===== config.mk =====
export PLATFORM = sky130hd
export DESIGN_NAME = alu_controller_flat
export DESIGN_NICKNAME = d
export VERILOG_FILES = /design/src/rtl/cpu6_pkg.sv /design/src/rtl/alu_controller_if.sv /design/src/rtl/ctrl_prog_rom.sv /design/src/rtl/alu_controller.sv /design/src/flat_wrapper.sv
export SDC_FILE = /design/constraint.sdc
export NUM_CORES = 1
export LEC_CHECK = 0
export BUFFER_PORTS_ARGS = -buffer_cell sky130_fd_sc_hd__buf_4
export CAP_MARGIN = 5
export CORE_MARGIN = 4
export CORE_UTILIZATION = 59
export CTS_CLUSTER_SIZE = 20
export DETAILED_ROUTE_END_ITERATION = 16
export PLACE_DENSITY = 0.88
export RECOVER_POWER = 25
export SETUP_SLACK_MARGIN = 0.2
export SLEW_MARGIN = 20
export SYNTH_ARGS = -nofsm -noshare
export SYNTH_HDL_FRONTEND = slang
export SYNTH_SLANG_ARGS = --single-unit

===== constraint.sdc =====
create_clock -name clk -period 3.5 [get_ports clk]
set_input_delay 0.175 -clock clk [delete_from_list [all_inputs] [get_ports clk]]
set_output_delay 0.175 -clock clk [all_outputs]
set_load 0.03 [all_outputs]

===== src/rtl/cpu6_pkg.sv =====
// Shared definitions for the 6-bit CPU datapath: widths, opcodes,
// controller state encoding and the program-entry record.
package cpu6_pkg;

  localparam int unsigned DATA_W     = 6;
  localparam int unsigned PROG_DEPTH = 8;
  localparam int unsigned ADDR_W     = $clog2(PROG_DEPTH);

  localparam logic OP_ADD = 1'b0;
  localparam logic OP_SUB = 1'b1;

  typedef enum logic [1:0] {
    IDLE = 2'd0,
    RUN  = 2'd1,
    DONE = 2'd2
  } ctrl_state_e;

  typedef struct packed {
    logic [DATA_W-1:0] a;
    logic [DATA_W-1:0] b;
    logic              op;
  } prog_entry_t;

endpackage


===== src/rtl/alu_controller_if.sv =====
// Operand/opcode bundle from the sequencer to the sibling ALU.
interface alu_controller_if;
  import cpu6_pkg::*;

  logic [DATA_W-1:0] A;
  logic [DATA_W-1:0] B;
  logic              OP;

  modport master (output A, output B, output OP);
  modport slave  (input  A, input  B, input  OP);

endinterface


===== src/rtl/ctrl_prog_rom.sv =====
// Fixed 8-entry stimulus program: combinational address -> {A, B, OP}.
module ctrl_prog_rom
  import cpu6_pkg::*;
(
  input  logic [ADDR_W-1:0] addr_i,
  output prog_entry_t       entry_o
);

  // Each entry is chosen to exercise a distinct ALU corner (zero, wrap, borrow).
  always_comb begin
    entry_o = '{a: 6'd0, b: 6'd0, op: OP_ADD};
    unique case (addr_i)
      3'd0: entry_o = '{a: 6'd5,  b: 6'd3,  op: OP_ADD};
      3'd1: entry_o = '{a: 6'd5,  b: 6'd3,  op: OP_SUB};
      3'd2: entry_o = '{a: 6'd7,  b: 6'd7,  op: OP_SUB};
      3'd3: entry_o = '{a: 6'd63, b: 6'd1,  op: OP_ADD};
      3'd4: entry_o = '{a: 6'd0,  b: 6'd1,  op: OP_SUB};
      3'd5: entry_o = '{a: 6'd21, b: 6'd42, op: OP_ADD};
      3'd6: entry_o = '{a: 6'd32, b: 6'd32, op: OP_ADD};
      3'd7: entry_o = '{a: 6'd10, b: 6'd4,  op: OP_SUB};
      default: entry_o = '{a: 6'd0, b: 6'd0, op: OP_ADD};
    endcase
  end

endmodule


===== src/rtl/alu_controller.sv =====
// Sequencer that steps the ALU through the fixed program, holding each
// entry for STEP_CYCLES clocks; registered outputs only.
module alu_controller
  import cpu6_pkg::*;
#(
  parameter int unsigned STEP_CYCLES = 1,
  parameter bit          WRAP        = 1'b1
) (
  input  logic             clk,
  input  logic             reset,
  alu_controller_if.master alu_o
);

  localparam logic [3:0] HOLD_MAX = 4'(STEP_CYCLES - 1);

  ctrl_state_e       state_q, state_d;
  logic [ADDR_W-1:0] step_q, step_d;
  logic [3:0]        hold_q, hold_d;
  prog_entry_t       out_q, out_d;
  logic [ADDR_W-1:0] romAddr;
  prog_entry_t       romEntry;

  // Leaving IDLE always loads entry 0; otherwise look one entry ahead,
  // letting the 3-bit index wrap 7 -> 0 on its own.
  assign romAddr = (state_q == IDLE) ? '0 : ADDR_W'(step_q + 1'b1);

  ctrl_prog_rom u_rom (
    .addr_i  (romAddr),
    .entry_o (romEntry)
  );

  always_comb begin
    state_d = state_q;
    step_d  = step_q;
    hold_d  = hold_q;
    out_d   = out_q;
    unique case (state_q)
      IDLE: begin
        state_d = RUN;
        step_d  = '0;
        hold_d  = '0;
        out_d   = romEntry;
      end
      RUN: begin
        if (hold_q == HOLD_MAX) begin
          hold_d = '0;
          if (step_q == ADDR_W'(PROG_DEPTH - 1) && !WRAP) begin
            state_d = DONE;
          end else begin
            step_d = romAddr;
            out_d  = romEntry;
          end
        end else begin
          hold_d = hold_q + 4'd1;
        end
      end
      DONE: begin
        state_d = DONE;
      end
      default: state_d = IDLE;
    endcase
  end

  always_ff @(posedge clk or negedge reset) begin
    if (!reset) begin
      state_q <= IDLE;
      step_q  <= '0;
      hold_q  <= '0;
      out_q   <= '0;
    end else begin
      state_q <= state_d;
      step_q  <= step_d;
      hold_q  <= hold_d;
      out_q   <= out_d;
    end
  end

  assign alu_o.A  = out_q.a;
  assign alu_o.B  = out_q.b;
  assign alu_o.OP = out_q.op;

endmodule


===== src/flat_wrapper.sv =====
// flat-port wrapper written by rule: the top's interface ports become plain ports
module alu_controller_flat import cpu6_pkg::*;
#(
  parameter int unsigned STEP_CYCLES = 1,
  parameter bit          WRAP        = 1'b1
)
  (clk, reset, alu_o_A, alu_o_B, alu_o_OP);
  alu_controller_if alu_o_i ();
  input  logic clk;
  input  logic reset;
  output wire logic [$bits(alu_o_i.A)-1:0] alu_o_A;
  output wire logic [$bits(alu_o_i.B)-1:0] alu_o_B;
  output wire logic [$bits(alu_o_i.OP)-1:0] alu_o_OP;
  assign alu_o_A = alu_o_i.A;
  assign alu_o_B = alu_o_i.B;
  assign alu_o_OP = alu_o_i.OP;
  alu_controller #(.STEP_CYCLES(STEP_CYCLES), .WRAP(WRAP)) u_core (.clk(clk), .reset(reset), .alu_o(alu_o_i));
endmodule

### Yosys cells after proc, flatten, opt, wreduce, memory -nomap -nowiden

Memory sizes are Yosys's and may differ from the RTL's.
Index checks and enable logic that the tools add are counted.

* register bits after elaboration: 22
* latch bits: 0
* memory bits (writable): 0
* memory bits (read-only): 96
* input bits: 2
* output and inout port bits: 13
* logic and storage cells: 24
* memories: 1

Memory list
* (no name shown): words 8, width 12, rd ports 1, clocked after Yosys merged registers in 0, write ports 0, RTL line ctrl_prog_rom.sv:12 `unique case (addr_i)`

* add/sub/neg operators: 2
* multipliers: 0
* divide/modulo/power cells: 0
* magnitude comparators: 0
* eq/ne operators: 3
* shift operators: 0
* mux-type cells: 8
* bitwise gates (word level): 0
* reduce and logical (&&, ||, !) cells: 4

Operators by type and width (number)
* 13-bit case mux with 2 select lines: 1
* 13-bit 2-to-1 mux: 1
* 4-bit case mux with 2 select lines: 1
* 3-bit 2-to-1 mux: 2
* 2-bit case mux with 3 select lines: 1
* 3-bit case mux with 2 select lines: 1
* 4-bit by 1-bit adder with 4-bit output, second input constant: 1
* 4-bit zero test: 1
* 4-bit 2-to-1 mux: 1
* 3-bit by 1-bit adder with 3-bit output, second input constant: 1
* 2-bit by 1-bit equality test with 1-bit output, second input constant: 1
* 2-bit equality test, second input constant: 1
* 2-bit zero test: 1
* 2-bit by 1-bit inequality test with 1-bit output, second input constant: 1
* 2-bit AND reduction: 1
* 2-bit nonzero test: 1

### Logic depth before layout (Yosys ltp)

Gate-level depths: netlist (run 1).
An unclocked memory read counts as a cell.

* depth after elaboration: 5
* depth in mapped cells: 8
* gate-level depth less buffers: 6

### By module

A second synthesis (run 1) with hierarchy kept.

* cell total of the unflattened synthesis: 97
* area total of the unflattened synthesis: 1194.9 um^2

By module, submodules not included
* alu_controller: instances 1, cells an instance 76, area each 999.7 um^2, seq. area each 550.5 um^2
* ctrl_prog_rom: instances 1, cells an instance 21, area each 195.2 um^2, seq. area each 0.0 um^2

### Worst setup path before layout (run 1)

OpenSTA, ideal clock, no wires.

* path type: register to register
* start: register u_core.state_q[0]
* end: register u_core.out_q, in the netlist u_core.alu_o.OP
* library setup time: 0.082 ns
* data arrival time: 1.823 ns
* data required time: 3.418 ns
* setup slack: 1.595 ns
* cell stages (with the launch flop): 8
* buffers on the path: 2
* period minus slack after synthesis: 1.905 ns
* cell sequence: dfrtp_1 -> buf_2 -> or2_2 -> clkbuf_1 -> nand2b_1 -> ha_1 -> or3_1 -> a31oi_1

* cells in the longest elaborated chain, start to end: 5
* elaborated cells on any way between the ends: 9
* classes of those cells: 2 x eq/ne; 3 x mux; 3 x reduce/logical; 1 x memory

Ends and longest elaborated chain
* start, declared: RTL line alu_controller.sv:16 `ctrl_state_e state_q, state_d;`
* start signal, assigned: RTL line alu_controller.sv:71 `state_q <= state_d;`
* 2-bit zero test: RTL line alu_controller.sv:25, alu_controller.sv:37
* 3-bit 2-to-1 mux: RTL line alu_controller.sv:25 `assign romAddr = (state_q == IDLE) ? '0 : ADDR_W'(step_q + 1'b1);`
* memory read 8 x 12 bit
* 13-bit 2-to-1 mux: RTL line alu_controller.sv:45 `if (hold_q == HOLD_MAX) begin`
* 13-bit case mux with 2 select lines: RTL line alu_controller.sv:37 `unique case (state_q)`
* end signal, assigned: RTL line alu_controller.sv:74 `out_q <= out_d;`
* end, declared: RTL line alu_controller.sv:19 `prog_entry_t out_q, out_d;`

Several ways; a longest one is shown, not always the timed one. The select of a mux whose other input is x is not followed.
A chain may end at the register's enable or synchronous reset.

### Worst setup path in the final report (run 1)

* start: register u_core.state_q[1]
* end: register u_core.out_q, in the netlist u_core.alu_o.OP

Same word-level chain as after synthesis.

==> results.md, run 1 <==
* Outcome: completed
* Worst Path Max Fanout at 14
* Area after DPL at 1165 um2
* VDD IR max at about 0.00025 V
* Slew HR at a little under a third
* Commonest non-fill, non-tap cell in the layout: dfrtp_1
* Hold Violations, Final at 0
* TritonCTS buffer count at 3
* Vias in the first global route at approximately 800
* CTS tree: done
* Initial antenna violation count at 0
* Pwr dens at 348.4 nW/um2
* Sw Share at 18.41%
* Worst Hold Slack at 0.5039 ns
* Deepest clock path buffer count at 2
* Critical-path top delay cell: dfrtp_1
* Fin. max-slew vios at 0
* Finished Core Util at 70.87%
* # DRC at 0
* Post-synthesis net count at 109
* Post-CTS resize count at 0
* Drt first pass iters at 4
* Largest stage delay, worst path at 0.56 ns
* Boundary Pins at 15
* Critical Path RT at 3.73 ns
* P_int at between 0.0003 and 0.0004 W
* Ant. Diodes at 0
* Slew @ Worst Pin at 1.034 ns
* Clk Latency, worst-skew pair at 0.31 ns
* Leak at 0.6046 nW
* Post-route setup slack at between 1 and 1.5 ns
* Initial Util at 61.96%
* Sequential area share after synthesis at 46.78%
* Post-DRT Antenna Nets at 0
* Area contributors post-synth: dfrtp_1 47%, ha_1 8.2%, a22o_1 4.1%
* Via count at 796
* Post-CTS Setup Inserts at 0
* Fin crit share at between 50% and 60%
* Biggest area consumer among synthesized cells: dfrtp_1
* Post-Syn Area at 1070 um2
* Min Clock Period, post-route at 2.085 ns
* Drt wl/cell at 15.47 um
* Post-Syn Instances at 100
* I/O Buffers at 13
* Clock power frac at 44.2%
* Clock transition at path regs at 0.12 ns
* Final Skew at 0.01146 ns
* Layout area overhead at 14.39%
* Post-route design area at around 1200 um2
* Max-cap violations at 0
* Unrepaired setup endpoints after global routing: false
* Mean post-synth cell area at around 11 um2
* Final nets at 122
* Psw at between 0.00007 and 0.00008 W
* Synth cell types at 35
* Main synth FF type: dfrtp_1
* Commonest cells after routing, fill and taps aside: 20 x dfrtp_1, 12 x buf_4, 7 x inv_1, 7 x nand3_1, 7 x ha_1
* Ys async rst share at 100.0%
* Routability cong. at 0.8465
* Comb power frac at 1.6%
* Core Region at between 1500 and 2000 um2
* Post-Route WL at 2.119 mm
* Top cell type's share of synthesized area at 46.78%
* # setup viols final at 0
* Share of cells above drive strength 1 at 21.43%
* Die Height at 50.58 um
* Cell row count at 15
* Post-synth EDFFs at 0
* CP cell instances: or2_2 > nand2b_1 > ha_1 > or3_1 > a31oi_1
* Final global-route overflow total at 0
* Final HPWL DP at 1.555 mm
* Crit path arrival time at 2.32 ns
* CP Launch Type: register
* Root buf cell: clkbuf_4
* Critical path endpoint category: register
* Setup TNS at 0 ns
* Cts hold-fix bufs at 1
* # clock sinks at 20
* DRT iter0 DRCs at 16
* H-tree levels at 1
* Die area at 2558 um2
* Vias/cell at a little under 6
* Pre-CTS setup slack at 1.465 ns
* Pin count of the biggest net entering global routing at 21
* First-pass GRT wire length at 3.691 mm
* Die span in x at roughly 51 um
* WS Path Type: reg2reg
* Reg power frac at between 50% and 60%
* Ys Warns at 0
* Worst min-delay path category: reg2reg
* GRT Total Usage at 19.72%
* Synth Register Bits at 20
* Max frequency at 479.7 MHz
cells in the mapped netlist (all sizes together) (2+ instances only):
cell type,number
o2bb2ai,3
nor2,4
nand3,7
nor3,5
a22o,5
nand2,4
mux2,2
a31oi,4
dfrtp,20
ha,7
o21ai,6
o22a,2
inv,7
buf,5
mux2i,2
o22ai,3
critical path, delay by kind of cell, from the launching register on:
family	cells	cell delay [ns]
simple gates	3	0.96
flops	1	0.56
fa+ha+maj	1	0.28
compound gates	1	0.20
worst paths after layout:
| kind | depth (start not counted) | end | from | slack, ns |
|---|---|---|---|---|
| setup / recovery | 5 | u_core.alu_o.OP$_DFFE_PN0P_ | u_core.state_q[1]$_DFFE_PN0N_ | 1.42 |
| hold / removal | 1 | u_core.alu_o.A[1]$_DFFE_PN0P_ | u_core.alu_o.A[1]$_DFFE_PN0P_ | 0.50 |
| setup reg to reg | 5 | u_core.alu_o.OP$_DFFE_PN0P_ | u_core.state_q[1]$_DFFE_PN0N_ | 1.42 |
| hold reg to reg | 1 | u_core.alu_o.A[1]$_DFFE_PN0P_ | u_core.alu_o.A[1]$_DFFE_PN0P_ | 0.50 |
| max in group asynchronous | 2 | u_core.alu_o.A[1]$_DFFE_PN0P_ | reset | 2.31 |
| min in group asynchronous | 2 | u_core.alu_o.A[4]$_DFFE_PN0P_ | reset | 0.56 |
state kept, by name, indices dropped and copies added (netlist names):
signal,count
u_core.alu_o.A,5
u_core.alu_o.B,5
u_core.hold_q,4
u_core.step_q,3
u_core.state_q,2
u_core.alu_o.OP,1
logic make-up after synthesis:
group,synth area share [%]
and+or+nand+nor,17.31
AOI/OAI and AO/OA,15.79
DFF,46.78
buffers and inverters,5.613
adders and majority gates,8.187
muxes,4.327
xor gates and xnor gates,1.638
other,0.3505
metrics by stage:
step,total power [W],std cells
after floorplan,0.0002378,100
after global placement,0.0002420,132
after detailed placement,0.0002423,132
after CTS,0.0004289,137
after global routing,0.0004416,137
final,0.0004263,137
routing by layer:
layer | GRT usage [%] | routed length [um] | vias up
met1 | 25.90 | 964 | 392
met4 | 11.21 | 30 | 0
met5 | 0 | 0 | -
li1 | - | - | 382
met3 | 4.451 | 78 | 4
met2 | 29.78 | 1045 | 18
power groups by stage:
stage               Clock (W)  Sequential [W]  Combinational, W
floorplan                   0        0.000236        0.00000226
global placement            0        0.000235        0.00000654
detailed placement          0        0.000235        0.00000682
CTS                  0.000190        0.000231        0.00000759
global route         0.000203        0.000231        0.00000775
finish               0.000189        0.000231        0.00000674
final cells by class:
type | instances | area, um2
clock buffers | 3 | 22.52
clock inverters | 1 | 30.03
multi-input cells | 67 | 509.2
repair buffers | 14 | 103.9
fillers | 137 | 503.0
flip-flops and latches | 20 | 500.5
well taps | 25 | 31.28
inverters | 7 | 26.28
Note: power is estimated with default switching activity, not from simulation.
==> run 2, diff against run 1 <==
CORE_UTILIZATION = 55   (was 59)
PLACE_DENSITY = 0.83   (was 0.88)
clock period = 2.1 ns   (was 3.5 ns; I/O delays follow)
==> run 2 against run 1 <==
Compared with the run above:
- critical path depth stayed put
- die area is 6.1% higher
- power is 44% higher
- clock skew is 0.0085 ns lower
- non-clock buffer count is 6 higher
- first-iteration DRC count is 25% higher
- sequential share of layout area is 1.1 points lower
- count of clock-buffer cells in the layout is 1 higher
- maximum frequency is 15% higher
- register-to-register slack worse by 1.1 ns
==> results.md, run 2 (synthesis results as in run 1) <==
* Outcome: completed (unchanged)
* Worst Path Max Fanout at 4 (was 14)
* CP Launch Type: register (unchanged)
* Post-route setup slack at 0.2851 ns (was 1.415 ns)
* Share of cells above drive strength 1 at 27.12% (was 21.43%)
* CTS tree: done (unchanged)
* Worst min-delay path category: in2async (was reg2reg)
* Drt wl/cell at 14.32 um (was 15.47 um)
* Psw at 0.0001232 W (was 0.00007851 W)
* Clock transition at path regs at 0.11 ns (was 0.12 ns)
* Leak at 0.6290 nW (was 0.6046 nW)
* Fill cell count at 135 (was 137)
* Clock power frac at 35.7% (was 44.2%)
* Setup TNS at 0 ns (unchanged)
* Fin crit share at 86.42% (was 59.56%)
* Commonest cells after routing, fill and taps aside: 19 x dfrtp_1, 18 x buf_4, 7 x inv_1, 7 x nand3_1, 7 x ha_1 (was 20 x dfrtp_1, 12 x buf_4, 7 x inv_1, 7 x nand3_1, 7 x ha_1)
* Crit. Startpoint: u_core.step_q[0]$_DFFE_PN0P_ (was u_core.state_q[1]$_DFFE_PN0N_)
* Die span in x at 52.10 um (was 50.58 um)
* Slew @ Worst Pin at 1.029 ns (was 1.034 ns)
* Largest stage delay, worst path at 0.44 ns (was 0.56 ns)
* Final nets at 128 (was 122)
* Post-Route WL at 2.048 mm (was 2.119 mm)
* H-tree levels at 1 (unchanged)
* Min Clock Period, post-route at 1.815 ns (was 2.085 ns)
* Ant. Diodes at 0 (unchanged)
* Met3 Track Usage GR at 2.865% (was 4.451%)
* Deepest clock path buffer count at 2 (unchanged)
* First-pass GRT wire length at 3.594 mm (was 3.691 mm)
* Crit path arrival time at 2.05 ns (was 2.32 ns)
* Root buf cell: clkbuf_4 (unchanged)
* Crit path capture: u_core.alu_o.OP$_DFFE_PN0P_ (unchanged)
* Pre-CTS setup slack at 0.1391 ns (was 1.465 ns)
* Critical path endpoint category: register (unchanged)
* Vias/cell at 5.734 (was 5.810)
* DRT iter0 DRCs at 20 (was 16)
* GRT Total Usage at 18.25% (was 19.72%)
* TritonCTS buffer count at 3 (unchanged)
* # DRC at 0 (unchanged)
* Via count at 820 (was 796)
* Cell row count at 15 (unchanged)
* Most Crowded Layer GR: met2 (unchanged)
* Critical Path RT at 2.33 ns (was 3.73 ns)
* Worst Hold Slack at 0.4870 ns (was 0.5039 ns)
* Initial antenna violation count at 0 (unchanged)
* Clk Latency, worst-skew pair at 0.30 ns (was 0.31 ns)
* Setup slack, reg-to-reg at 0.29 ns (was 1.42 ns)
* RR Endpoint: u_core.alu_o.OP$_DFFE_PN0P_ (unchanged)
* CP cell instances: ha_1 > o21ai_2 > ha_1 > or3_1 > a31oi_1 (was or2_2 > nand2b_1 > ha_1 > or3_1 > a31oi_1)
* Hold Violations, Final at 0 (unchanged)
* VDD IR max at 0.0004148 V (was 0.0002518 V)
* Final global-route overflow total at 0 (unchanged)
* Worst r2r path cells at 5 (unchanged)
* Boundary Pins at 15 (unchanged)
* Routability cong. at 0.8205 (was 0.8465)
* Pwr dens at 488.6 nW/um2 (was 348.4 nW/um2)
* # clock sinks at 20 (unchanged)
* Unrepaired setup endpoints after global routing: false (unchanged)
* Layout area overhead at 17.78% (was 14.39%)
* Max frequency at 551.0 MHz (was 479.7 MHz)
* P_int at 0.0004923 W (was 0.0003478 W)
* Critical-path top delay cell: dfrtp_2 (was dfrtp_1)
* Pin count of the biggest net entering global routing at 21 (unchanged)
* Worst r2r src: u_core.step_q[0]$_DFFE_PN0P_ (was u_core.state_q[1]$_DFFE_PN0N_)
* Drt first pass iters at 4 (unchanged)
* Initial Util at 60.00% (was 61.96%)
* WS Path Type: reg2reg (unchanged)
* # setup viols final at 0 (unchanged)
* Final HPWL DP at 1.522 mm (was 1.555 mm)
* Final Skew at 0.002924 ns (was 0.01146 ns)
* Finished Core Util at 70.67% (was 70.87%)
* Sw Share at 20.02% (was 18.41%)
* GR Util met1 at 22.89% (was 25.90%)
* Vias in the first global route at 818 (was 798)
* Slew HR at 31.38% (was 31.10%)
* Max-cap violations at 0 (unchanged)
* Fin. max-slew vios at 0 (unchanged)
* Reg power frac at 62.5% (was 54.2%)
* Die area at 2714 um2 (was 2558 um2)
* Core Region at 1783 um2 (was 1727 um2)
* Met2 Usage GRT at 29.08% (was 29.78%)
* Post-DRT Antenna Nets at 0 (unchanged)
* Die Height at 52.10 um (was 50.58 um)
* I/O Buffers at 13 (unchanged)
* Comb power frac at 1.8% (was 1.6%)
* Commonest non-fill, non-tap cell in the layout: dfrtp_1 (unchanged)
* Most frequent CP cell: ha_1
## run 2: how the worst min path moves through the flow
| stage | slack (ns) | end | startpoint |
|---|---|---|---|
| after floorplan | -0.19 | u_core.alu_o.A[1]$_DFFE_PN0P_ | reset |
| after global placement | -0.007 | u_core.hold_q[3]$_DFFE_PN0P_ | reset |
| after detailed placement | -0.005 | u_core.alu_o.B[3]$_DFFE_PN0P_ | reset |
| after CTS | 0.21 | u_core.alu_o.B[3]$_DFFE_PN0P_ | reset |
| after global routing | 0.53 | u_core.alu_o.A[1]$_DFFE_PN0P_ | u_core.alu_o.A[1]$_DFFE_PN0P_ |
| final | 0.49 | u_core.alu_o.B[2]$_DFFE_PN0P_ | reset |
## run 2: final cells by class
class                   instances  area (um2)  area share (%)
multi-input cells              67       515.5           40.91
clock buffers                   4       36.28           2.880
well taps                      25       31.28           2.483
inverters                       7       26.28           2.085
repair buffers                 20       148.9           11.82
flip-flops and latches         20       501.7           39.82
## run 2: what timing repair did
action                                 CTS  global route
pin swaps                                0             0
buffers inserted                         0             2
endpoints found under the hold margin   20             0
hold buffers                             1             0
cloned                                   0             0
setup endpoints to repair                1             1
gates resized for setup                  2             2
## run 2: metrics by stage
stage / total power [W] / cells / cell area (um2)
2_1_floorplan: 0.0003963 / 100 / 1071
3_3_place_gp: 0.0004035 / 136 / 1195
3_5_place_dp: 0.0004036 / 136 / 1195
4_1_cts: 0.0006231 / 141 / 1245
5_1_grt: 0.0006431 / 143 / 1260
6_report: 0.0006156 / 143 / 1260
## run 2: layer usage
layer | part of all wire [%] | routed length (um)
met3 | 3.8 | 77
met2 | 47 | 966
met5 | 0 | 0
met4 | 2.2 | 46
met1 | 47 | 957
## run 2: critical path, delay by kind of cell (launching register included)
| kind | cells | cell delay, ns |
|---|---|---|
| simple gates | 1 | 0.38 |
| fa+ha+maj | 2 | 0.63 |
| compound gates | 2 | 0.28 |
| flops | 1 | 0.44 |
## run 2: power by group through the flow
stage | sequential, W | combinational (W) | clock [W]
finish | 0.000385 | 0.0000111 | 0.000220
global route | 0.000385 | 0.0000130 | 0.000245
CTS | 0.000385 | 0.0000126 | 0.000226
detailed placement | 0.000392 | 0.0000112 | 0
global placement | 0.000392 | 0.0000111 | 0
floorplan | 0.000393 | 0.00000376 | 0
